**src/rtl/alu_pkg.sv**
```systemverilog
// Shared definitions for the round-robin ALU arbiter: op codes, FSM encoding and
// the fixed result constants.
package alu_pkg;

    localparam logic [2:0] OP_ADDRIP = 3'd0;
    localparam logic [2:0] OP_ADD    = 3'd1;
    localparam logic [2:0] OP_LOGIC  = 3'd2;
    localparam logic [2:0] OP_ANY    = 3'd3;
    localparam logic [2:0] OP_PRED   = 3'd4;
    localparam logic [2:0] OP_CAT    = 3'd5;
    localparam logic [2:0] OP_RSVD   = 3'd6;
    localparam logic [2:0] OP_NOP    = 3'd7;

    localparam logic [7:0] RES_PRED = 8'h70;
    localparam logic [7:0] RES_ANY  = 8'h0F;

    typedef enum logic [1:0] {
        StIdle = 2'd0,
        StExec = 2'd1,
        StDone = 2'd2
    } state_e;

    function automatic logic [2:0] popcnt4(input logic [3:0] v);
        return {2'b00, v[0]} + {2'b00, v[1]} + {2'b00, v[2]} + {2'b00, v[3]};
    endfunction

endpackage

```
**src/rtl/alu_core.sv**
```systemverilog
// Combinational result function for the arbiter; all inputs come from the
// arbiter's capture registers.
module alu_core
    import alu_pkg::*;
(
    input  logic [2:0] op,
    input  logic [3:0] a,
    input  logic [3:0] b,
    output logic [7:0] y
);

    logic [4:0] w_rip;
    logic [4:0] w_sum;

    // Explicit full-adder chain for the ripple-carry op.
    always_comb begin : ripple
        logic carry;
        carry = 1'b0;
        w_rip = '0;
        for (int i = 0; i < 4; i++) begin
            w_rip[i] = a[i] ^ b[i] ^ carry;
            carry    = (a[i] & b[i]) | (carry & (a[i] ^ b[i]));
        end
        w_rip[4] = carry;
    end

    assign w_sum = {1'b0, a} + {1'b0, b};

    always_comb begin
        y = 8'h00;
        case (op)
            OP_ADDRIP: y = {3'b000, w_rip};
            OP_ADD:    y = {3'b000, w_sum};
            OP_LOGIC:  y = {~(a & b), ~(a ^ b)};
            OP_ANY:    y = (|{a, b}) ? RES_ANY : 8'h00;
            OP_PRED:   y = (popcnt4(a) == 3'd1 && popcnt4(b) == 3'd2) ? RES_PRED : 8'h00;
            OP_CAT:    y = {a, ~b};
            default:   y = 8'h00;
        endcase
    end

endmodule

```
**src/rtl/alu_rr_arbiter.sv**
```systemverilog
// Two-requester round-robin front end to a shared ALU: capture in IDLE, grant in
// EXEC, hold the registered result in DONE until acknowledged.
module alu_rr_arbiter
    import alu_pkg::*;
(
    input  logic       Clock,
    input  logic       Resetn,
    input  logic       ReqA,
    input  logic       ReqB,
    input  logic [2:0] OpA,
    input  logic [2:0] OpB,
    input  logic [3:0] AA,
    input  logic [3:0] BA,
    input  logic [3:0] AB,
    input  logic [3:0] BB,
    input  logic       Ack,
    output logic       GntA,
    output logic       GntB,
    output logic [7:0] Result,
    output logic       ResultValid,
    output logic       ResultOwner,
    output logic       Busy
);

    state_e     r_state;
    state_e     w_state_d;
    logic [2:0] r_op;
    logic [3:0] r_a;
    logic [3:0] r_b;
    logic       r_win;
    logic       r_last;
    logic [7:0] r_result;
    logic       r_valid;
    logic       r_owner;

    logic       w_capture;
    logic       w_finish;
    logic       w_release;
    logic       w_win_b;
    logic [7:0] w_y;

    // On a tie the requester that did not win last time gets the grant.
    assign w_win_b = (ReqA & ReqB) ? ~r_last : ReqB;

    always_comb begin
        w_state_d = r_state;
        w_capture = 1'b0;
        w_finish  = 1'b0;
        w_release = 1'b0;
        case (r_state)
            StIdle: begin
                if (ReqA | ReqB) begin
                    w_capture = 1'b1;
                    w_state_d = StExec;
                end
            end
            StExec: begin
                w_finish  = 1'b1;
                w_state_d = StDone;
            end
            StDone: begin
                if (Ack) begin
                    w_release = 1'b1;
                    w_state_d = StIdle;
                end
            end
            default: w_state_d = StIdle;
        endcase
    end

    always_ff @(posedge Clock or negedge Resetn) begin
        if (!Resetn) begin
            r_state <= StIdle;
        end else begin
            r_state <= w_state_d;
        end
    end

    always_ff @(posedge Clock or negedge Resetn) begin
        if (!Resetn) begin
            r_op     <= OP_ADDRIP;
            r_a      <= 4'h0;
            r_b      <= 4'h0;
            r_win    <= 1'b0;
            r_last   <= 1'b1;
            r_result <= 8'h00;
            r_valid  <= 1'b0;
            r_owner  <= 1'b0;
        end else begin
            if (w_capture) begin
                r_op   <= w_win_b ? OpB : OpA;
                r_a    <= w_win_b ? AB : AA;
                r_b    <= w_win_b ? BB : BA;
                r_win  <= w_win_b;
                r_last <= w_win_b;
            end
            if (w_finish) begin
                r_result <= w_y;
                r_owner  <= r_win;
                r_valid  <= 1'b1;
            end
            if (w_release) begin
                r_valid <= 1'b0;
            end
        end
    end

    alu_core u_alu_core (
        .op (r_op),
        .a  (r_a),
        .b  (r_b),
        .y  (w_y)
    );

    assign GntA        = (r_state == StExec) & ~r_win;
    assign GntB        = (r_state == StExec) & r_win;
    assign Busy        = (r_state != StIdle);
    assign Result      = r_result;
    assign ResultValid = r_valid;
    assign ResultOwner = r_owner;

endmodule

```
**config.mk**
```make
export PLATFORM = sky130hd
export DESIGN_NAME = alu_rr_arbiter
export DESIGN_NICKNAME = d
export VERILOG_FILES = /design/src/rtl/alu_pkg.sv /design/src/rtl/alu_core.sv /design/src/rtl/alu_rr_arbiter.sv
export SDC_FILE = /design/constraint.sdc
export NUM_CORES = 1
export LEC_CHECK = 0
export CAP_MARGIN = 20
export CORE_UTILIZATION = 45
export CTS_CLUSTER_DIAMETER = 50
export DETAILED_ROUTE_END_ITERATION = 10
export PLACE_DENSITY = 0.79
export RECOVER_POWER = 100
export SETUP_SLACK_MARGIN = 0.02
export SLEW_MARGIN = 30
export SYNTH_ARGS = -nofsm -noshare
export SYNTH_HDL_FRONTEND = slang
export SYNTH_HIERARCHICAL = 1
export SYNTH_SLANG_ARGS = --single-unit
```
**constraint.sdc**
```tcl
create_clock -name Clock -period 3.36 [get_ports Clock]
set_input_delay 0.504 -clock Clock [delete_from_list [all_inputs] [get_ports Clock]]
set_output_delay 0.504 -clock Clock [all_outputs]
set_load 0.01 [all_outputs]
```
==> results.sh <==
export IMPL_outcome="complete, no violations"
export IMPL_coreArea_um2=3470
export IMPL_grt_overflow=0
export IMPL_place_port_buffers=39
export IMPL_drtPass1Iterations=4
export IMPL_nets=240
export IMPL_holdWs_ns=0.498
export IMPL_synth_seq_area_share_pct=37.0
export IMPL_path_clk_slew_ns=0.09
export IMPL_die_w_um=63.4
export IMPL_gp_congestion=1.08
export IMPL_cp_required_ns=3.57
export IMPL_setup_worst_path_class="flop to flop"
export IMPL_htreeDepth=1
export IMPL_vias=1325
export IMPL_ys_types=37
export IMPL_syn_cell_area_um2=1690
export IMPL_hold_path_class="flop to flop"
export IMPL_antenna_found_initial=0
export IMPL_clock_sinks=25
export IMPL_via_per_inst=5.45
export IMPL_stdcell_area_um2=2150
export IMPL_wl_per_cell_um=16.0
export IMPL_synth_area_mux_share_pct=19.9
export IMPL_cts_tree="built"
export IMPL_finClkSkew_ns=0.00678
export IMPL_fmax_mhz=362
export IMPL_postSynthCellCount=158
export IMPL_drc=0
export IMPL_start_util_pct=48.8
export IMPL_synth_compound_area_share_pct=11.8
export IMPL_n_antenna_cell=0
export IMPL_cp_end_kind="flop"
export IMPL_ys_async_sr_fraction_pct=100
export IMPL_p_per_area_nw_per_um2=957
export IMPL_ioPinCount=40
export IMPL_crit_path_start_kind="flop"
export IMPL_finalCritPeriodShare_pct=82.2
export IMPL_ys_seq_elements=25
export IMPL_rsz0062_at_grt="no"
export IMPL_rows=21
export IMPL_p_leak_uw=0.000998
export IMPL_final_layout_size_suffix_gt1_share_pct=19.8
export IMPL_dpl_worst_slack_ns=0.644
export IMPL_dr_first_iter_drc_count=35
export IMPL_syn_nets=200
export IMPL_clock_path_buffers=2
export IMPL_maxSlewViolCount=0
export IMPL_dpl_hpwl_um=3040
export IMPL_drv_cap=0
export IMPL_fin_ws_ns=0.598
export IMPL_fin_tns_setup_ns=0
export IMPL_postCtsHoldBufs=0
export IMPL_totalWireLength_um=3880
export IMPL_cts_buffers=3
export IMPL_track_usage_pct=21.7
export IMPL_synth_simple_gate_area_share_pct=11.2
export IMPL_synth_top_family_by_area="multiplexers"
export IMPL_grt_pass1_vias=1455
export IMPL_die_area_um2=4010
export IMPL_ir_drop_v=0.000607
export IMPL_die_h_um=63.4
export IMPL_finalSetupViolations=0
export IMPL_yosysWarnings=6
export IMPL_tightestPinTransition_ns=1.37
export IMPL_postCtsSetupRepairBufs=0
export IMPL_root_buffer="clkbuf_8"
export IMPL_slew_headroom_pct=8.65
export IMPL_synth_xor_area_share_pct=0
export IMPL_grt_max_degree=26
export IMPL_area_growth_pct=26.7
export IMPL_arrival_ns=2.98
export IMPL_dpl_cell_area_um2=2110
export IMPL_synthFlopType="dfrtp_1"
export IMPL_grt_pass1_wl_um=6850
export IMPL_fin_util_pct=61.9
export IMPL_syn_area_per_cell_um2=10.7
export IMPL_clk_latency_ns=0.27
export IMPL_period_needed_ns=2.76
export IMPL_hold_violations=0
export IMPL_path_max_fanout=5
export IMPL_synthAdderAreaFrac_pct=13.3
export IMPL_ant_nets=0
export IMPL_cts_resized=0
export IMPL_synth_edf_count=0
==> cell usage in the layout, fill, tap and decap left out <==
master and count:
a21oi_1 4, clkdlybuf4s50_1 23, and2_0 1, o221ai_2 1, nor4_1 2, mux2_2 30
a41oi_1 1, a2111oi_0 1, a32oi_1 1, a22oi_1 1, dfrtp_1 24, a21bo_2 1
dfstp_2 1, dlygate4sd3_1 16, nor2_1 13, a31oi_1 4, nand2_1 4, a211o_1 2
o21ai_0 3, o2bb2ai_1 1, inv_1 17, nor4b_1 2, ha_1 10, o22ai_1 2
or3_4 1, nand3_1 2, fa_1 5, inv_2 2, or4_1 1, nand2b_1 3
clkbuf_8 3, nor2b_1 3, and3_1 1, nand4_1 1, nor3_1 1, o21ai_1 1
clkbuf_1 3, a21o_1 5
==> report_power, final <==
group	internal, uW	total (uW)	leakage (uW)	switching (uW)
clock network	84.8	177	0.0000228	92.4
registers	452	645	0.000303	193
logic	622	1230	0.000671	609
==> synth_stat cells, types with 2 or more instances <==
library cell | count | share of area [%]
nand2_1 | 4 | 0.89
nor2_1 | 13 | 2.9
nor2b_1 | 3 | 1.1
a21oi_1 | 4 | 1.2
nor4_1 | 2 | 0.74
a31oi_1 | 4 | 1.5
nand2b_1 | 3 | 1.1
dfrtp_1 | 24 | 35
ha_1 | 10 | 7.4
o21ai_1 | 2 | 0.59
nand3_1 | 2 | 0.59
inv_1 | 17 | 3.8
mux2_2 | 30 | 20
fa_1 | 5 | 5.9
buf_6 | 2 | 1.3
o21ai_0 | 2 | 0.59
o22ai_1 | 2 | 0.74
buf_2 | 4 | 1.2
a21o_1 | 5 | 2.2
a211o_1 | 2 | 1.0
inv_2 | 2 | 0.44
==> critical path, stage by stage (launching register included) <==
cell and delay, ns:
dfrtp_1 0.49, inv_1 0.12, fa_1 0.51, inv_1 0.04, ha_1 0.18, ha_1 0.27
nor2_1 0.14, nand4_1 0.11, nor4b_1 0.51, or4_1 0.22, mux2_2 0.13
==> cell families after synthesis <==
logic type / count (synthesis)
multiplexers: 30
adder cells (fa/ha/maj): 15
AND/OR/NAND/NOR: 35
buffers and inverters: 25
flip-flops: 25
AO/OA/AOI/OAI: 28
==> flip-flops by register name, summed over array words and instances, names as in the netlist, 2 cells and up <==
signal,cells
r_state,2
r_op,3
r_b,4
r_a,4
Result,8
==> worst paths after layout <==
kind	start	end	slack [ns]	cells after the start
min in group asynchronous	Resetn	Result[3]	1.06	2
hold reg to reg	ResultOwner	ResultOwner	0.50	1
setup reg to reg	r_a[1]	Result[4]	0.60	10
hold / removal	ResultOwner	ResultOwner	0.50	1
max in group asynchronous	Resetn	r_b[2]	1.49	2
setup / recovery	r_a[1]	Result[4]	0.60	10
==> metrics by stage <==
stage	cells	total power, uW
5_1_grt	243	2240
2_1_floorplan	158	1500
6_report	243	2050
3_5_place_dp	239	1910
4_1_cts	243	2100
3_3_place_gp	239	1850
==> per-layer routing <==
| metal | vias to the layer above | wire length (um) | global-route usage, % | share of wire, % |
|---|---|---|---|---|
| met5 | - | 0 | 0 | 0 |
| met4 | 0 | 23 | 5.11 | 0.59 |
| met3 | 2 | 137 | 3.44 | 3.5 |
| met2 | 28 | 2000 | 37.6 | 51 |
| met1 | 658 | 1720 | 28.1 | 44 |
| li1 | 637 | - | - | - |
==> cell type report <==
type,instances,area (um^2)
flip-flops and latches,25,627
well taps,46,57.6
repair buffers,41,398
inverters,19,71.3
multi-input cells,108,947
clock buffers,4,45.0
fillers,305,1320
Power figures use the tool's default switching activity.
